[config.mk]
export PLATFORM = sky130hd
export DESIGN_NAME = vga_timing_gen
export DESIGN_NICKNAME = d
export VERILOG_FILES = /design/src/rtl/vga_pkg.sv /design/src/rtl/vga_axis_gen.sv /design/src/rtl/vga_timing_gen.sv
export SDC_FILE = /design/constraint.sdc
export NUM_CORES = 1
export LEC_CHECK = 0
export ABC_CLOCK_PERIOD_IN_PS = 1750
export CAP_MARGIN = 20
export CORE_MARGIN = 2
export CORE_UTILIZATION = 41
export DETAILED_ROUTE_END_ITERATION = 8
export GPL_TIMING_DRIVEN = 0
export HOLD_SLACK_MARGIN = 0.15
export SLEW_MARGIN = 10
export SYNTH_ARGS = -nofsm -noshare
export SYNTH_HDL_FRONTEND = slang
export SYNTH_SLANG_ARGS = --single-unit
[constraint.sdc]
create_clock -name clk -period 1.75 [get_ports clk]
set_input_delay 0.35 -clock clk [delete_from_list [all_inputs] [get_ports clk]]
set_output_delay 0.35 -clock clk [all_outputs]
set_load 0.02 [all_outputs]
[src/rtl/vga_pkg.sv]
// Shared types and helpers for the VGA/character-cell timing generator.
package vga_pkg;

    typedef enum logic [1:0] {
        AXIS_ACTIVE = 2'd0,
        AXIS_FRONT  = 2'd1,
        AXIS_SYNC   = 2'd2,
        AXIS_BACK   = 2'd3
    } axis_state_t;

    localparam logic MODE_A = 1'b0;
    localparam logic MODE_B = 1'b1;

    // clog2 that never returns 0, so single-value counters still get a bit.
    function automatic int width_of(input int n);
        return (n <= 2) ? 1 : $clog2(n);
    endfunction

endpackage

[src/rtl/vga_axis_gen.sv]
// One timing axis: ACTIVE (blocks x pixels) -> FRONT -> SYNC -> BACK, advanced by increment.
module vga_axis_gen
    import vga_pkg::*;
#(
    parameter int BLOCKS   = 80,
    parameter int PIXELS   = 10,
    parameter int SYNC_LEN = 4,
    parameter int BACK_LEN = 46,
    parameter int FRONT_W  = 8,
    parameter int BW       = width_of(BLOCKS),
    parameter int PW       = width_of(PIXELS)
) (
    input  logic               clk,
    input  logic               reset,
    input  logic               increment,
    input  logic [FRONT_W-1:0] front_len,
    output logic               carry,
    output logic               active,
    output logic               sync,
    output logic [BW-1:0]      block,
    output logic [PW-1:0]      pixel
);

    localparam int SW  = width_of(SYNC_LEN + 1);
    localparam int KW  = width_of(BACK_LEN + 1);
    localparam int CW0 = (FRONT_W > SW) ? FRONT_W : SW;
    localparam int CW  = (CW0 > KW) ? CW0 : KW;

    axis_state_t   state_reg, state_next;
    logic [CW-1:0] cnt_reg, cnt_next;
    logic [BW-1:0] block_reg, block_next;
    logic [PW-1:0] pixel_reg, pixel_next;
    logic [CW-1:0] front_last;

    assign front_last = CW'(front_len) - CW'(1);

    always_ff @(posedge clk) begin
        if (reset) begin
            state_reg <= AXIS_ACTIVE;
            cnt_reg   <= '0;
            block_reg <= '0;
            pixel_reg <= '0;
        end else begin
            state_reg <= state_next;
            cnt_reg   <= cnt_next;
            block_reg <= block_next;
            pixel_reg <= pixel_next;
        end
    end

    always_comb begin
        state_next = state_reg;
        cnt_next   = cnt_reg;
        block_next = block_reg;
        pixel_next = pixel_reg;
        carry      = 1'b0;
        if (increment) begin
            case (state_reg)
                AXIS_ACTIVE: begin
                    if (pixel_reg == PW'(PIXELS - 1)) begin
                        pixel_next = '0;
                        if (block_reg == BW'(BLOCKS - 1)) begin
                            block_next = '0;
                            state_next = AXIS_FRONT;
                        end else begin
                            block_next = block_reg + BW'(1);
                        end
                    end else begin
                        pixel_next = pixel_reg + PW'(1);
                    end
                end
                AXIS_FRONT: begin
                    if (cnt_reg == front_last) begin
                        cnt_next   = '0;
                        state_next = AXIS_SYNC;
                    end else begin
                        cnt_next = cnt_reg + CW'(1);
                    end
                end
                AXIS_SYNC: begin
                    if (cnt_reg == CW'(SYNC_LEN - 1)) begin
                        cnt_next   = '0;
                        state_next = AXIS_BACK;
                    end else begin
                        cnt_next = cnt_reg + CW'(1);
                    end
                end
                AXIS_BACK: begin
                    // Last unit of back porch closes the period for the next axis up.
                    if (cnt_reg == CW'(BACK_LEN - 1)) begin
                        cnt_next   = '0;
                        state_next = AXIS_ACTIVE;
                        carry      = 1'b1;
                    end else begin
                        cnt_next = cnt_reg + CW'(1);
                    end
                end
                default: state_next = AXIS_ACTIVE;
            endcase
        end
    end

    assign active = (state_reg == AXIS_ACTIVE);
    assign sync   = (state_reg == AXIS_SYNC);
    assign block  = block_reg;
    assign pixel  = pixel_reg;

endmodule

[src/rtl/vga_timing_gen.sv]
// Character-cell video timing with mode-switchable porches, delayed DE/syncs and blink.
module vga_timing_gen
    import vga_pkg::*;
#(
    parameter int H_BLOCKS        = 80,
    parameter int H_PIXELS        = 10,
    parameter int H_FRONT_A       = 36,
    parameter int H_FRONT_B       = 210,
    parameter int H_SYNC          = 4,
    parameter int H_BACK          = 46,
    parameter int V_BLOCKS        = 24,
    parameter int V_PIXELS        = 20,
    parameter int V_FRONT_A       = 7,
    parameter int V_FRONT_B       = 22,
    parameter int V_SYNC          = 2,
    parameter int V_BACK          = 23,
    parameter int SYNC_ACTIVE_LOW = 0,
    parameter int DELAY           = 0,
    parameter int BLINK_FRAMES    = 32
) (
    input  logic                          clk,
    input  logic                          reset,
    input  logic                          mode_sel,
    output logic                          mode_active,
    output logic                          de,
    output logic                          hsync,
    output logic                          vsync,
    output logic                          block,
    output logic [width_of(H_BLOCKS)-1:0] h_block,
    output logic [width_of(H_PIXELS)-1:0] h_pixel,
    output logic [width_of(V_BLOCKS)-1:0] v_block,
    output logic [width_of(V_PIXELS)-1:0] v_pixel,
    output logic                          frame_start,
    output logic                          blink
);

    localparam int   H_FW      = width_of((H_FRONT_A > H_FRONT_B ? H_FRONT_A : H_FRONT_B) + 1);
    localparam int   V_FW      = width_of((V_FRONT_A > V_FRONT_B ? V_FRONT_A : V_FRONT_B) + 1);
    localparam int   FCW       = width_of(BLINK_FRAMES);
    localparam logic SYNC_IDLE = (SYNC_ACTIVE_LOW != 0);
    localparam logic [3:0] PIPE_RST = {1'b0, SYNC_IDLE, SYNC_IDLE, 1'b0};

    logic            mode_active_reg;
    logic            blink_reg;
    logic [FCW-1:0]  frame_cnt_reg;
    logic            h_eol, eof;
    logic            h_active, v_active, h_sync, v_sync;
    logic [H_FW-1:0] h_front_len;
    logic [V_FW-1:0] v_front_len;
    logic [3:0]      raw_vec, out_vec;

    assign h_front_len = (mode_active_reg == MODE_B) ? H_FW'(H_FRONT_B) : H_FW'(H_FRONT_A);
    assign v_front_len = (mode_active_reg == MODE_B) ? V_FW'(V_FRONT_B) : V_FW'(V_FRONT_A);

    vga_axis_gen #(
        .BLOCKS(H_BLOCKS), .PIXELS(H_PIXELS), .SYNC_LEN(H_SYNC),
        .BACK_LEN(H_BACK), .FRONT_W(H_FW)
    ) u_h_axis (
        .clk(clk), .reset(reset), .increment(1'b1), .front_len(h_front_len),
        .carry(h_eol), .active(h_active), .sync(h_sync),
        .block(h_block), .pixel(h_pixel)
    );

    // The v axis only moves at end of line, so vsync edges align to line boundaries.
    vga_axis_gen #(
        .BLOCKS(V_BLOCKS), .PIXELS(V_PIXELS), .SYNC_LEN(V_SYNC),
        .BACK_LEN(V_BACK), .FRONT_W(V_FW)
    ) u_v_axis (
        .clk(clk), .reset(reset), .increment(h_eol), .front_len(v_front_len),
        .carry(eof), .active(v_active), .sync(v_sync),
        .block(v_block), .pixel(v_pixel)
    );

    always_ff @(posedge clk) begin
        if (reset) begin
            mode_active_reg <= MODE_A;
            frame_cnt_reg   <= '0;
            blink_reg       <= 1'b0;
        end else if (eof) begin
            mode_active_reg <= mode_sel;
            if (frame_cnt_reg == FCW'(BLINK_FRAMES - 1)) begin
                frame_cnt_reg <= '0;
                blink_reg     <= ~blink_reg;
            end else begin
                frame_cnt_reg <= frame_cnt_reg + FCW'(1);
            end
        end
    end

    assign raw_vec = {h_active & v_active,
                      h_sync ^ SYNC_IDLE,
                      v_sync ^ SYNC_IDLE,
                      h_active & v_active & (h_pixel == '0)};

    // Delay stages line DE/syncs up with the latency of memory addressed from the counters.
    generate
        if (DELAY == 0) begin : g_nodelay
            assign out_vec = raw_vec;
        end else begin : g_delay
            for (genvar gi = 0; gi < DELAY; gi++) begin : g_stage
                logic [3:0] stage_in;
                logic [3:0] stage_reg;
                if (gi == 0) begin : g_first
                    assign stage_in = raw_vec;
                end else begin : g_next
                    assign stage_in = g_stage[gi-1].stage_reg;
                end
                always_ff @(posedge clk) begin
                    if (reset) stage_reg <= PIPE_RST;
                    else       stage_reg <= stage_in;
                end
            end
            assign out_vec = g_stage[DELAY-1].stage_reg;
        end
    endgenerate

    assign de          = out_vec[3];
    assign hsync       = out_vec[2];
    assign vsync       = out_vec[1];
    assign block       = out_vec[0];
    assign mode_active = mode_active_reg;
    assign blink       = blink_reg;
    assign frame_start = h_active & v_active & (h_block == '0) & (h_pixel == '0)
                         & (v_block == '0) & (v_pixel == '0);

endmodule

==> results of run 1 <==
==> cells in the final DEF, fill, tap and decap left out, types with 4 or more instances in the layout <==
| cell type | count |
|---|---|
| nor2b_1 | 8 |
| o21ai_0 | 10 |
| nand4_1 | 6 |
| a21oi_2 | 4 |
| nand2_1 | 24 |
| nor2_1 | 25 |
| ha_2 | 6 |
| xnor2_1 | 6 |
| buf_4 | 32 |
| dfxtp_4 | 17 |
| or3_1 | 6 |
| clkbuf_8 | 6 |
| dlygate4sd2_1 | 8 |
| inv_2 | 4 |
| nand3_1 | 11 |
| mux2i_1 | 8 |
| dfxtp_2 | 8 |
| ha_1 | 12 |
| xor2_1 | 10 |
| a21oi_1 | 15 |
| dfxtp_1 | 20 |
| nor3_1 | 11 |
| ha_4 | 5 |
| dlymetal6s2s_1 | 7 |
| inv_1 | 14 |
| clkdlybuf4s50_1 | 12 |
==> area by class of cell <==
cell class / instances / area (um^2)
Sequential cell: 45 / 975
Multi-Input combinational cell: 228 / 1870
Fill cell: 514 / 2250
Buffer: 4 / 18.8
Timing Repair Buffer: 64 / 567
Clock buffer: 8 / 90.1
Inverter: 21 / 86.3
Tap cell: 75 / 93.8
==> worst max-delay path by stage <==
stage | to | from | depth (start not counted) | slack [ps]
after detailed placement | frame_start | u_v_axis.state_reg[0] | 7 | -580
after global routing | frame_start | u_v_axis.pixel[1] | 6 | -210
after floorplan | frame_cnt_reg[2] | u_h_axis.cnt_reg[1] | 8 | -30
after global placement | frame_start | u_v_axis.state_reg[0] | 7 | -600
final | frame_start | u_h_axis.block[5] | 3 | -160
after CTS | frame_start | u_h_axis.block[5] | 3 | -200
==> metal layers <==
layer | wire [um] | vias to the layer above | share of wire (%) | global-route usage, %
met5 | 0 | - | 0 | 0
met4 | 42 | 0 | 0.66 | 3.13
met3 | 185 | 5 | 2.9 | 3.48
met2 | 3120 | 31 | 49 | 30.2
met1 | 2990 | 1116 | 47 | 24.2
li1 | - | 1201 | - | -
==> what timing repair did <==
item | in CTS | in global routing
buffers inserted | 15 | 19
endpoints found under the setup margin | 35 | 43
resized for setup | 53 | 77
pin swaps | 10 | 20
==> cell families after synthesis <==
group	Yosys count	synth area share [%]
compound gates	45	10.6
fa+ha+maj	23	11.3
flops	45	35.3
xor+xnor	16	5.50
simple gates	136	30.0
mux	8	3.14
buf+inv	26	4.12
==> stage by stage <==
| step | util (%) | hold slack [ps] |
|---|---|---|
| 2_1_floorplan | - | 453 |
| 3_3_place_gp | 50.6 | 475 |
| 3_5_place_dp | 50.6 | 484 |
| 4_1_cts | 55.9 | 498 |
| 5_1_grt | 62.1 | 534 |
| 6_report | 62.1 | 512 |
==> power by group through the flow <==
stage | clock network [uW] | registers (uW) | logic (uW)
6_report | 667 | 1010 | 114
5_1_grt | 733 | 1020 | 124
4_1_cts | 698 | 1030 | 99.8
3_5_place_dp | 0 | 1060 | 102
3_3_place_gp | 0 | 1060 | 102
2_1_floorplan | 0 | 1060 | 51.6
==> worst reg2reg max path, cell delays in order (launching register included) <==
cell	delay (ps)
dfxtp_4	370
inv_4	70
ha_4	130
buf_6	130
nand2_8	60
or4_4	570
nor3b_2	170
o21ai_0	100
a21oi_1	150
==> results.md, run 1 <==
- Hold Crit Endpoint: frame_cnt_reg[3]
- Combinational share of power: 6.4%
- Clock transition at the registers of the reported paths: 90 ps
- Syn Inst Count: 299
- Fin worst setup slack: -159 ps
- Number of flops mapped to enable cells by yosys: 0
- Max-Cap Viols: 0
- Register area share after synthesis: 35.3%
- Final Hold Fails: 0
- Fin crit share: 109%
- Pin count of the biggest net entering global routing: 14
- Non-Filler Instances: 445
- Post-DRT Antenna Nets: 0
- Fmax: 524 MHz
- Slew Viols, Final: 0
- IO buf count: 30
- Critical path launch point type: flop
- Initial antenna violation count: 0
- Worst-path fanout max: 6
- Worst skew pair latency: 300 ps
- Status: finished with violations
- Via Count: 2353
- Failing checks: setup timing
- GRT Resource Usage Total: 18.0%
- I/O pins: 31
- Clock sink total: 45
- Net Sw Power: 421 uW
- Initial Util: 42.8%
- Yosys reg bits: 45
- Die ar.: 6870 um^2
- P_int: 1380 uW
- Cell Area, Synth: 2550 um^2
- Distinct cells, synth: 44
- Chip height: 82.9 um
- Hold path start: frame_cnt_reg[3]
- CP Capture Type: primary output
- Synth top area share: 35.3%
- Period minus WS final: 1910 ps
- Crit path max-delay cell type: or4_4
- Antenna diode count: 0
- Required @ worst endpoint: 1400 ps
- DP Wirelength: 4.13 mm
- Core Box Area: 5960 um^2
- Delay-heaviest family, CP: simple AND/OR/NAND/NOR gates
- # rows: 28
- Worst vdd ir: 0.330 mV
- Worst r2r src: u_h_axis.state_reg[0]
- Placement Setup Slack: -584 ps
- Die width: 82.9 um
- Hold Crit Depth: 2
- RR Endpoint: u_h_axis.block[6]
- Share of cells above drive strength 1: 34.3%
- Unrepaired setup endpoints after global routing: yes
- CTS H-Tree Depth: 2
- Slew HR: 70.8%
- CTS Buf Count: 5
- Final instance area: 3700 um^2
- Vias in the first global route: 2105
- Bufs and invs on worst path: 1
- DRT iter0 DRCs: 112
- Root buffer cell: clkbuf_8
- Most frequent cell after synthesis: dfxtp_1
- Critical Path AT: 1560 ps
- Total power: 1800 uW
- CP cell instances: or4_4, nor4_4, buf_4
- Mapped Avg Cell Area: 8.53 um^2
- Area delta synth->final: 45.1%
- Synth cell count leaders: dfxtp_1, nand2_1, nor2_1
- Routability-driven placement congestion ratio: 0.807
- Syn nets: 325
- Setup TNS: -276 ps
- Slew @ Worst Pin: 438 ps
- Final setup violation count: 3
- Main flop type after synthesis: dfxtp_1
- Switching share of power: 23.4%
- Class of the worst hold path: flop to flop
- Wire per inst: 14.3 um
- Final Skew: 8.21 ps
- Worst r2r path cells: 8
- Pre-antenna DRT Iters: 4
- Longest Clk Path Bufs: 2
- Placed instance area: 3020 um^2
- Global-route wire length before repair: 10.2 mm
- Yosys top cell by area: dfxtp_1
- Vias/cell: 5.29
- Seq pwr share: 56.5%
- GRT overflow: 0
- Fin nets: 395
- DRC viols: 0
- Clk network pwr share: 37.1%
- Top cells by area, synth: dfxtp_1, ha_1, nand2_1, a21oi_1, nor2_1
- Max stage delay on crit path: 520 ps
- Max reg flops: 8
- Worst R2R Setup Slack: -80 ps
- Total Wirelength: 6.34 mm
- Crit Path Class: flop to primary output
- Synth warn: 0
- Leakage power total: 0.00150 uW
- Asr flop ratio synth: 0%
- CTS tree: done
- Cts hold-fix bufs: 0
- Power Density: 485 nW/um^2
- Placed cells: 404
No activity file was read; power rests on OpenSTA's default activity.
==> run 2, diff against run 1 <==
- DONT_BUFFER_PORTS: not set -> 1
==> results.md, run 2 (synthesized netlist as in run 1, its figures left out) <==
- Status: finished with violations
- Failing checks: setup timing
- Power Density: 567 nW/um^2 (+17%)
- Clock transition at the registers of the reported paths: 90 ps (about the same)
- Longest Clk Path Bufs: 2 (unchanged)
- Max reg flops: 8 (unchanged)
- Placed instance area: 2720 um^2 (-10%)
- Worst vdd ir: 0.321 mV (-2.7%)
- Bufs and invs on worst path: 0 (-1)
- Critical path launch point type: flop
- Post-DRT Antenna Nets: 0 (unchanged)
- Final Hold Fails: 0 (unchanged)
- Commonest non-fill, non-tap cells in the layout: nand2_1, buf_4, nor2_1, dfxtp_2, a21oi_1
- Setup TNS: -574 ps (-298 ps)
- Delay-heaviest family, CP: simple AND/OR/NAND/NOR gates
- CTS tree: done
- # fillers: 509 (-0.97%)
- Unrepaired setup endpoints after global routing: yes
- Slew Viols, Final: 0 (unchanged)
- Final setup violation count: 6 (+3)
- Hold slack: 193 ps (-319 ps)
- CP Capture Type: primary output
- DP Wirelength: 3.99 mm (-3.5%)
- DRC viols: 0 (unchanged)
- Pin count of the biggest net entering global routing: 15 (+1)
- Class of the worst hold path: input port to flop
- Share of cells above drive strength 1: 39.1% (+4.7 points)
- Area delta synth->final: 34.7%
- Fmax: 499 MHz (-4.7%)
- Slew HR: 56.0% (-15 points)
- Die ar.: 6870 um^2 (unchanged)
- Placed cells: 374 (-7.4%)
- CTS H-Tree Depth: 2 (unchanged)
- Fin crit share: 114% (+5.4 points)
- GRT Resource Usage Total: 17.6% (-0.38 points)
- Clock sink total: 45 (unchanged)
- Final instance area: 3440 um^2 (-7.2%)
- Fin worst setup slack: -253 ps (-93.9 ps)
- Crit path max-delay cell type: or4_4
- Crit Path Class: flop to primary output
- Period minus WS final: 2000 ps (+93.9 ps)
- Initial Util: 42.8% (unchanged)
- Initial antenna violation count: 0 (unchanged)
- Worst skew pair latency: 310 ps (about the same)
- Via Count: 2310 (-1.8%)
- GRT overflow: 0 (unchanged)
- CTS Buf Count: 5 (unchanged)
- Antenna diode count: 0 (unchanged)
- Vias/cell: 5.59 (+5.8%)
- Critical Path AT: 1650 ps (+90 ps)
- Chip height: 82.9 um (unchanged)
- IO buf count: 0 (-100%)
- CP cell instances: or4_4, nor4_4
- Non-Filler Instances: 413 (-7.2%)
- Core Box Area: 5960 um^2 (unchanged)
- Fin nets: 363 (-8.1%)
- Wire per inst: 15.5 um (+9.0%)
- I/O pins: 31 (unchanged)
- # rows: 28 (unchanged)
- Root buffer cell: clkbuf_8
- Pre-antenna DRT Iters: 4 (unchanged)
- Util after Layout: 57.7% (-4.5 points)
- DRT iter0 DRCs: 124 (+11%)
- Worst-path fanout max: 7 (+1)
- Routability-driven placement congestion ratio: 0.782 (-3.2%)
- Max-Cap Viols: 0 (unchanged)
- Slew @ Worst Pin: 660 ps (+222 ps)
- Final Skew: 10.9 ps (+2.68 ps)
- Max stage delay on crit path: 560 ps (+40 ps)
- Required @ worst endpoint: 1400 ps (about the same)
- Cts hold-fix bufs: 0 (unchanged)
- Leakage power total: 0.00123 uW (-18%)
- Global-route wire length before repair: 9.90 mm (-3.3%)
- Total Wirelength: 6.42 mm (+1.2%)
- Vias in the first global route: 2058 (-2.2%)
- Die width: 82.9 um (unchanged)
==> run 2: cell count changes in the layout (fill, tap and decap cells not counted), sizes merged <==
cell / before / now
clkbuf: 12 / 8
dlygate4sd2: 8 / 0
buf: 36 / 34
clkdlybuf4s15: 1 / 0
bufinv: 0 / 1
dlymetal6s2s: 7 / 0
clkinvlp: 0 / 1
clkdlybuf4s50: 12 / 0
==> run 2: metal layers <==
| metal | GRT usage [%] | wire length [um] |
|---|---|---|
| met1 | 20.9 | 2760 |
| met2 | 29.8 | 3240 |
| met3 | 4.47 | 272 |
| met4 | 7.75 | 153 |
| met5 | 0 | 0 |
==> run 2: metrics by stage <==
step	total power (uW)	setup slack (ps)
after floorplan	1110	-33.2
after global placement	1130	-297
after detailed placement	1130	-317
after CTS	1970	-313
after global routing	2010	-311
final	1950	-253
==> run 2: final cells by class <==
cell class                 count  area [um^2]  area share [%]
multi-input combinational    228         1880            54.8
sequential                    45          967            28.2
timing repair buffer          32          272            7.90
tap                           75         93.8            2.73
inverter                      21         83.8            2.44
clock buffer                   6         82.6            2.40
clock inverter                 2         37.5            1.09
buffer                         4         15.0           0.437
==> run 2: worst paths after layout <==
check | from | endpoint | slack, ps | depth (start not counted)
min reg2reg | frame_cnt_reg[4] | frame_cnt_reg[4] | 510 | 2
min | mode_sel | mode_active | 190 | 2
max reg2reg | u_h_axis.block[0] | u_h_axis.state_reg[0] | -90 | 6
max | u_h_axis.block[5] | frame_start | -250 | 2
==> run 2: power breakdown <==
part	internal, uW	switching, uW
Sequential	1010	17.1
Combinational	27.2	53.7
Clock	465	374
==> run 2: timing repair <==
| item | CTS | global route |
|---|---|---|
| pin swaps | 12 | 24 |
| setup buffers | 23 | 11 |
| setup endpoints to repair | 25 | 28 |
| resized for setup | 54 | 53 |
